$ cat config.mk
export PLATFORM = sky130hd
export DESIGN_NAME = mem_arbiter
export DESIGN_NICKNAME = d
export VERILOG_FILES = /design/src/rtl/mem_arbiter.sv
export SDC_FILE = /design/constraint.sdc
export NUM_CORES = 1
export LEC_CHECK = 0
export BUFFER_PORTS_ARGS = -buffer_cell sky130_fd_sc_hd__buf_4
export CORE_AREA = 5 5 332 334
export DETAILED_ROUTE_END_ITERATION = 12
export DIE_AREA = 0 0 337 339
export MAX_ROUTING_LAYER = met4
export SYNTH_ARGS = -nofsm -noshare
export SYNTH_HDL_FRONTEND = slang
export SYNTH_SLANG_ARGS = --single-unit
$ cat constraint.sdc
create_clock -name clk -period 1.9 [get_ports clk]
set_input_delay 0.38 -clock clk [delete_from_list [all_inputs] [get_ports clk]]
set_output_delay 0.38 -clock clk [all_outputs]
set_load 0.005 [all_outputs]
$ cat src/rtl/mem_arbiter.sv
// Arbitrates the single off-chip memory port between ICACHE and DCACHE block transactions.
// DCACHE has fixed priority; a streak counter forces an ICACHE grant after STARVE_LIMIT D grants.
module mem_arbiter #(
    parameter int ADDR_W       = 28,
    parameter int DATA_W       = 128,
    parameter int STARVE_LIMIT = 4
) (
    input  logic              clk,
    input  logic              rst_n,
    input  logic              i_read,
    input  logic              i_write,
    input  logic [ADDR_W-1:0] i_addr,
    input  logic [DATA_W-1:0] i_wdata,
    output logic [DATA_W-1:0] i_rdata,
    output logic              i_ready,
    input  logic              d_read,
    input  logic              d_write,
    input  logic [ADDR_W-1:0] d_addr,
    input  logic [DATA_W-1:0] d_wdata,
    output logic [DATA_W-1:0] d_rdata,
    output logic              d_ready,
    output logic              mem_read,
    output logic              mem_write,
    output logic [ADDR_W-1:0] mem_addr,
    output logic [DATA_W-1:0] mem_wdata,
    input  logic [DATA_W-1:0] mem_rdata,
    input  logic              mem_ready,
    output logic [1:0]        grant
);

    localparam int CNT_W = $clog2(STARVE_LIMIT + 1);
    localparam logic [CNT_W-1:0] LIMIT = CNT_W'(STARVE_LIMIT);

    typedef enum logic [1:0] {IDLE, BUSY_I, BUSY_D, TURN} state_t;

    state_t            state_q;
    logic              mem_read_q;
    logic              mem_write_q;
    logic [ADDR_W-1:0] addr_q;
    logic [DATA_W-1:0] wdata_q;
    logic [1:0]        grant_q;
    logic [CNT_W-1:0]  starve_q;
    logic [CNT_W-1:0]  starve_d;

    logic req_i;
    logic req_d;
    logic pick_d;

    assign req_i  = i_read | i_write;
    assign req_d  = d_read | d_write;
    assign pick_d = req_d && !(req_i && (starve_q == LIMIT));

    // Streak value taken on a DCACHE grant: counts only while fetch is actually waiting.
    assign starve_d = !req_i            ? '0 :
                      (starve_q == LIMIT) ? LIMIT :
                      starve_q + CNT_W'(1);

    always_ff @(posedge clk or negedge rst_n) begin
        if (!rst_n) begin
            state_q     <= IDLE;
            mem_read_q  <= 1'b0;
            mem_write_q <= 1'b0;
            addr_q      <= '0;
            wdata_q     <= '0;
            grant_q     <= 2'b00;
            starve_q    <= '0;
        end else begin
            case (state_q)
                IDLE: begin
                    if (pick_d) begin
                        state_q     <= BUSY_D;
                        grant_q     <= 2'b10;
                        mem_write_q <= d_write;
                        mem_read_q  <= d_read & ~d_write;
                        addr_q      <= d_addr;
                        wdata_q     <= d_wdata;
                        starve_q    <= starve_d;
                    end else if (req_i) begin
                        state_q     <= BUSY_I;
                        grant_q     <= 2'b01;
                        mem_write_q <= i_write;
                        mem_read_q  <= i_read & ~i_write;
                        addr_q      <= i_addr;
                        wdata_q     <= i_wdata;
                        starve_q    <= '0;
                    end else begin
                        starve_q    <= '0;
                    end
                end
                BUSY_I, BUSY_D: begin
                    if (mem_ready) begin
                        state_q     <= TURN;
                        grant_q     <= 2'b00;
                        mem_read_q  <= 1'b0;
                        mem_write_q <= 1'b0;
                    end
                end
                TURN: begin
                    // Dead cycle so the finished cache can drop its request before re-arbitration.
                    state_q <= IDLE;
                end
                default: begin
                    state_q <= IDLE;
                end
            endcase
        end
    end

    assign mem_read  = mem_read_q;
    assign mem_write = mem_write_q;
    assign mem_addr  = addr_q;
    assign mem_wdata = wdata_q;
    assign grant     = grant_q;

    assign i_ready = (state_q == BUSY_I) & mem_ready;
    assign d_ready = (state_q == BUSY_D) & mem_ready;
    assign i_rdata = {DATA_W{i_ready}} & mem_rdata;
    assign d_rdata = {DATA_W{d_ready}} & mem_rdata;

endmodule
# After elaboration in Yosys (flattened, before gate mapping)
# Index checks and enable logic that the tools add are counted.
# totals
in_bits	447
ramBits	0
register_bits	165
n_memories	0
latchBits	0
out_inout_bits	418
romBits	0
word_cells	54
# classes
eq_ne	6
shifts	0
multipliers	0
mux	20
magnitude_cmp	0
bitwise_logic	10
addsub	1
n_reduce_logical	10
div_mod_pow	0
# ops
operator	n
128-bit AND	2
128-bit 2-to-1 mux	2
28-bit 2-to-1 mux	2
3-bit 2-to-1 mux	3
2-bit 2-to-1 mux	4
2-bit case mux with 3 select lines	1
1-bit 2-to-1 mux	5
1-bit AND	4
2-bit equality test, second input constant	2
1-bit case mux with 2 select lines	2
2-bit case mux with 2 select lines	1
2-bit AND reduction	2
2-bit nonzero test	2
3-bit by 1-bit adder with 3-bit output, second input constant	1
3-bit equality test, second input constant	1
3-bit inequality test, second input constant	1
3-bit AND reduction	1
2-bit by 1-bit equality test with 1-bit output, second input constant	1
1-bit logical AND	2
2-bit zero test	1
2-bit inequality test, second input constant	1
1-bit NOT	2
1-bit OR	2
2-bit OR reduction	1
1-bit zero test	1

# Longest topological paths before layout
# logic_depth
ltp_word	6
depth_mapped	7
depth_no_buf	5

# Worst setup path after synthesis
# OpenSTA, ideal clock, no wires.
# synth_timing
kind	register to output
start	register state_q[0]
end	output port d_rdata[100]
t_arrival_ps	1284
n_path_buf	2
path_slack_ps	236
path_stages_with_launch	6
required_time_ps	1520
cell_sequence	dfrtp_1 inv_1 ha_1 clkbuf_1 clkbuf_1 and3_1
# synth_between
elab_chain_cells	3
# synth_rtl
element	line	source
from (decl)	36	state_t state_q;
from (signal assigned)	60	state_q <= IDLE;
from (signal assigned)	71	state_q <= BUSY_D;
from (signal assigned)	79	state_q <= BUSY_I;
2-bit equality test	116	assign d_ready = (state_q == BUSY_D) & mem_ready;
1-bit AND	116	
128-bit AND	118	assign d_rdata = {DATA_W{d_ready}} & mem_rdata;
to (decl)	20	output logic [DATA_W-1:0] d_rdata,
# No other way between the ends.

# Worst setup path in the final report
# layout_timing
start	register state_q[0]
end	output port i_rdata[19]
# layout_between
elab_chain_cells	3
# layout_rtl
element	line	source
2-bit by 1-bit equality test with 1-bit output	115	assign i_ready = (state_q == BUSY_I) & mem_ready;
1-bit AND	115	
128-bit AND	117	assign i_rdata = {DATA_W{i_ready}} & mem_rdata;
to (decl)	14	output logic [DATA_W-1:0] i_rdata,
# No other way between the ends.

==> impl_results.md <==
* CP max-delay cell: dfrtp_1
* Remaining Overflow, GRT at 0
* Clock Path Buffers at 2
* Tcrit/Tclk final at 121.2%
* Combinational share of power at between 60% and 70%
* Capturing point of the worst reg2reg path: mem_wdata[119]
* Worst-margin pin slew at around 0.77 ns
* CP bufs+invs at 4
* Hold_ws at 0.1395 ns
* CTS tree: done
* DR vias at 14360
* Top FF cell, synth: dfrtp_1
* Crit path max fanout at 22
* Sw Pwr at 11760 uW
* Number of buffers created by CTS at 17
* CTS root buf: clkbuf_16
* Critical Path AT at around 1.9 ns
* Setup TNS Final at -88.01 ns
* Design area at between 20000 and 25000 um2
* Reg2reg setup slack at 0 ns
* Synthesized area at about 10000 um2
* Maximum vdd drop at just over 0.6 mV
* Pleak at between 0.009 and 0.01 uW
* H-tree depth at 4
* Fin crit period at around 2.3 ns
* Number of global-route vias before repair at 14030
* FF+latch count, synth at 165
* DP HPWL at about 63 mm
* Worst skew pair latency at approximately 0.50 ns
* Final core occ at approximately a fifth
* Netlist cell types at 36
* Tot GR Track Use at approximately an eighth
* Yosys top cell area share at 41.20%
* Initial core utilization at 9.401%
* Detailed Routing Iterations Pass 1 at 5
* Switching share of power at between 40% and 50%
* DR WL/cell at 23.07 um
* Largest net degree at the start of global routing at slightly below 80
* Clock power frac at a little over an eighth
* Area grow syn2layout at 114.0%
* Ranking of synthesized cells by area: dfrtp_1 (41%), and3_1 (16%), a31oi_1 (9.7%), a21oi_1 (8.0%), o21ai_0 (7.4%)
* Syn nets at around 1700
* Rel. slew slack at between 40% and 50%
* PD cells at ~1300 nW/um2
* Worst Path Required at 1.52 ns
* Fmax at between 400 and 500 MHz
* Fillcell total at 11900
* Failing checks: negative setup slack
* Area of the core at 106600 um2
* Pint at 16910 uW
* Final ANT Viol Nets at 0
* Number of synthesized flops with an enable pin at 0
* Vias/cell at 4.008
* Sequential fraction of the synthesis area at between 40% and 50%
* Post-synth top cells: and3_1 (256), dfrtp_1 (165), a21oi_1 (161), nor2_1 (159), a31oi_1 (156)
* Asr flop ratio synth at 100.0%
* Most frequent cell after synthesis: and3_1
* R2R cell count at 7
* Final hold violations at 0
* Hold_sp: i_wdata[60]
* Share of cells above drive strength 1 at roughly 55%
* Worst hold path class: input port to register
* 1st-iter DRT viols at slightly above 1000
* Synth warn at 0
* Hold Path Depth at 3
* Setup WS post-layout at -0.4029 ns
* Synth area leader: dfrtp_1
* CTS clock-pin slew for the worst setup and hold paths at about 0.08 ns
* Most used cell, CP: buf_12
* Post-Route WL at ~83 mm
* Max Cap Violations at 0
* Layout Skew at roughly 0.034 ns
* RSZ-0062 raised after global routing: yes
* Crit Path Class: register to output port
* Startpoint types: register
* Post-DP Area at between 15000 and 20000 um2
* Synth Area per Inst at between 7 and 8 um2
* Status: finished with violations
* IO buf count at approximately 860
* Synth Instances at 1271
* Max-slew violations at 0
* Rows at 120
* Final Power at ~29000 uW
* Reg power frac at between 20 and 25%
* Top delay family on crit path: buffers and inverters
* Nets at around 2600
* First-pass GRT wire length at roughly 110 mm
* DIE WIDTH at between 300 and 400 um
* # DRC at 0
* Top-Level Pins at roughly 870
* # setup viols final at roughly 260
* CTS Sinks at ~170
* Worst Setup End Kind: output port
* Initial antenna violation count at 27
* Hold Path Sink: mem_wdata[60]
* CP Cell Sequence: buf_6 > ha_4 > buf_12 > buf_12 > and3_1 > buf_4
* Largest stage delay, worst path at about 0.4 ns
* Die Y-Extent at 339 um
* R2R Path Start: starve_q[1]
* Gpl congestion at between 0.9 and 1
* Die area at between 100000 and 150000 um2
[cell families after synthesis]
| group | count (synthesis) | synth area share, % |
|---|---|---|
| compound gates | 491 | 27.07 |
| fa+ha+maj | 6 | 0.7490 |
| buf+inv | 173 | 7.753 |
| flops | 165 | 41.20 |
| mux | 2 | 0.1998 |
| simple gates | 434 | 23.03 |
[worst max path at each step]
stage | slack, ns | start | cells after the start | endpoint
2_1_floorplan | 0.24 | state_q[0] | 5 | d_rdata[100]
3_3_place_gp | 0.006 | state_q[1] | 7 | mem_addr[23]
3_5_place_dp | -0.03 | d_write | 5 | mem_wdata[11]
4_1_cts | -0.43 | state_q[1] | 6 | i_rdata[19]
5_1_grt | -0.47 | state_q[0] | 6 | i_rdata[19]
6_report | -0.40 | state_q[0] | 6 | i_rdata[19]
[stage by stage]
stage | std cells | setup slack (ns)
3_3_place_gp | 3487 | 0.005765
5_1_grt | 3583 | -0.4708
2_1_floorplan | 1271 | 0.2362
4_1_cts | 3543 | -0.4330
6_report | 3583 | -0.4029
3_5_place_dp | 3487 | -0.03405
[cell type report]
type | instances | area, um2 | area share (%)
Tap cell | 1403 | 1755 | 8.185
Inverter | 9 | 33.78 | 0.1575
Clock buffer | 18 | 429.2 | 2.001
Sequential cell | 165 | 4129 | 19.25
Multi-Input combinational cell | 933 | 5849 | 27.27
Timing Repair Buffer | 1024 | 9036 | 42.13
Clock inverter | 13 | 170.2 | 0.7934
Antenna cell | 18 | 45.04 | 0.2100
[power groups by stage]
stage                     Clock [uW]  Combinational (uW)  Sequential (uW)
after floorplan                    0                5910             6380
final                           3840               18400             6410
after global placement             0               14200             6380
after global routing            4140               19600             6590
after CTS                       4050               16500             6390
after detailed placement           0               14300             6400
[layout by cell type, fill, tap and decap left out, drive strengths merged, types with 3 or more instances in the layout]
cell type,n
a21oi,161
a31oi,156
and3,256
buf,1012
bufinv,3
clkbuf,29
dfrtp,165
diode,18
ha,6
inv,15
nand2,4
nand3,3
nor2,159
nor2b,3
o21ai,160
[metal layers]
metal / global-route usage (%) / vias up / share of wire, % / routed length, um
met1: 16.85 / 7038 / 45 / 36800
met4: 3.479 / 0 / 2.3 / 1899
met3: 4.951 / 75 / 9.1 / 7561
met2: 20.01 / 803 / 44 / 36380
li1: - / 6443 / - / -
met5: - / - / 0 / 0
[worst reg2reg max path, stage by stage, from the launching register on]
cell,delay (ns)
dfrtp_1,0.36
inv_1,0.08
ha_4,0.19
o211a_4,0.15
buf_12,0.16
buf_4,0.40
o21ai_0,0.29
a21oi_1,0.11
[sequential cells by signal, indices dropped and copies added, names as in the netlist]
signal / flops
mem_write: 1
state_q: 2
mem_addr: 28
mem_read: 1
grant: 2
starve_q: 3
mem_wdata: 128
[timing repair]
action / CTS / global route
hold endpoints to repair: 20 / 0
setup buffers: 12 / 7
gates cloned: 12 / 18
hold buffers: 1 / 0
setup endpoints to repair: 302 / 414
gates resized for setup: 171 / 120
pin swaps: 4 / 8
Note: power is estimated with default switching activity, not from simulation.
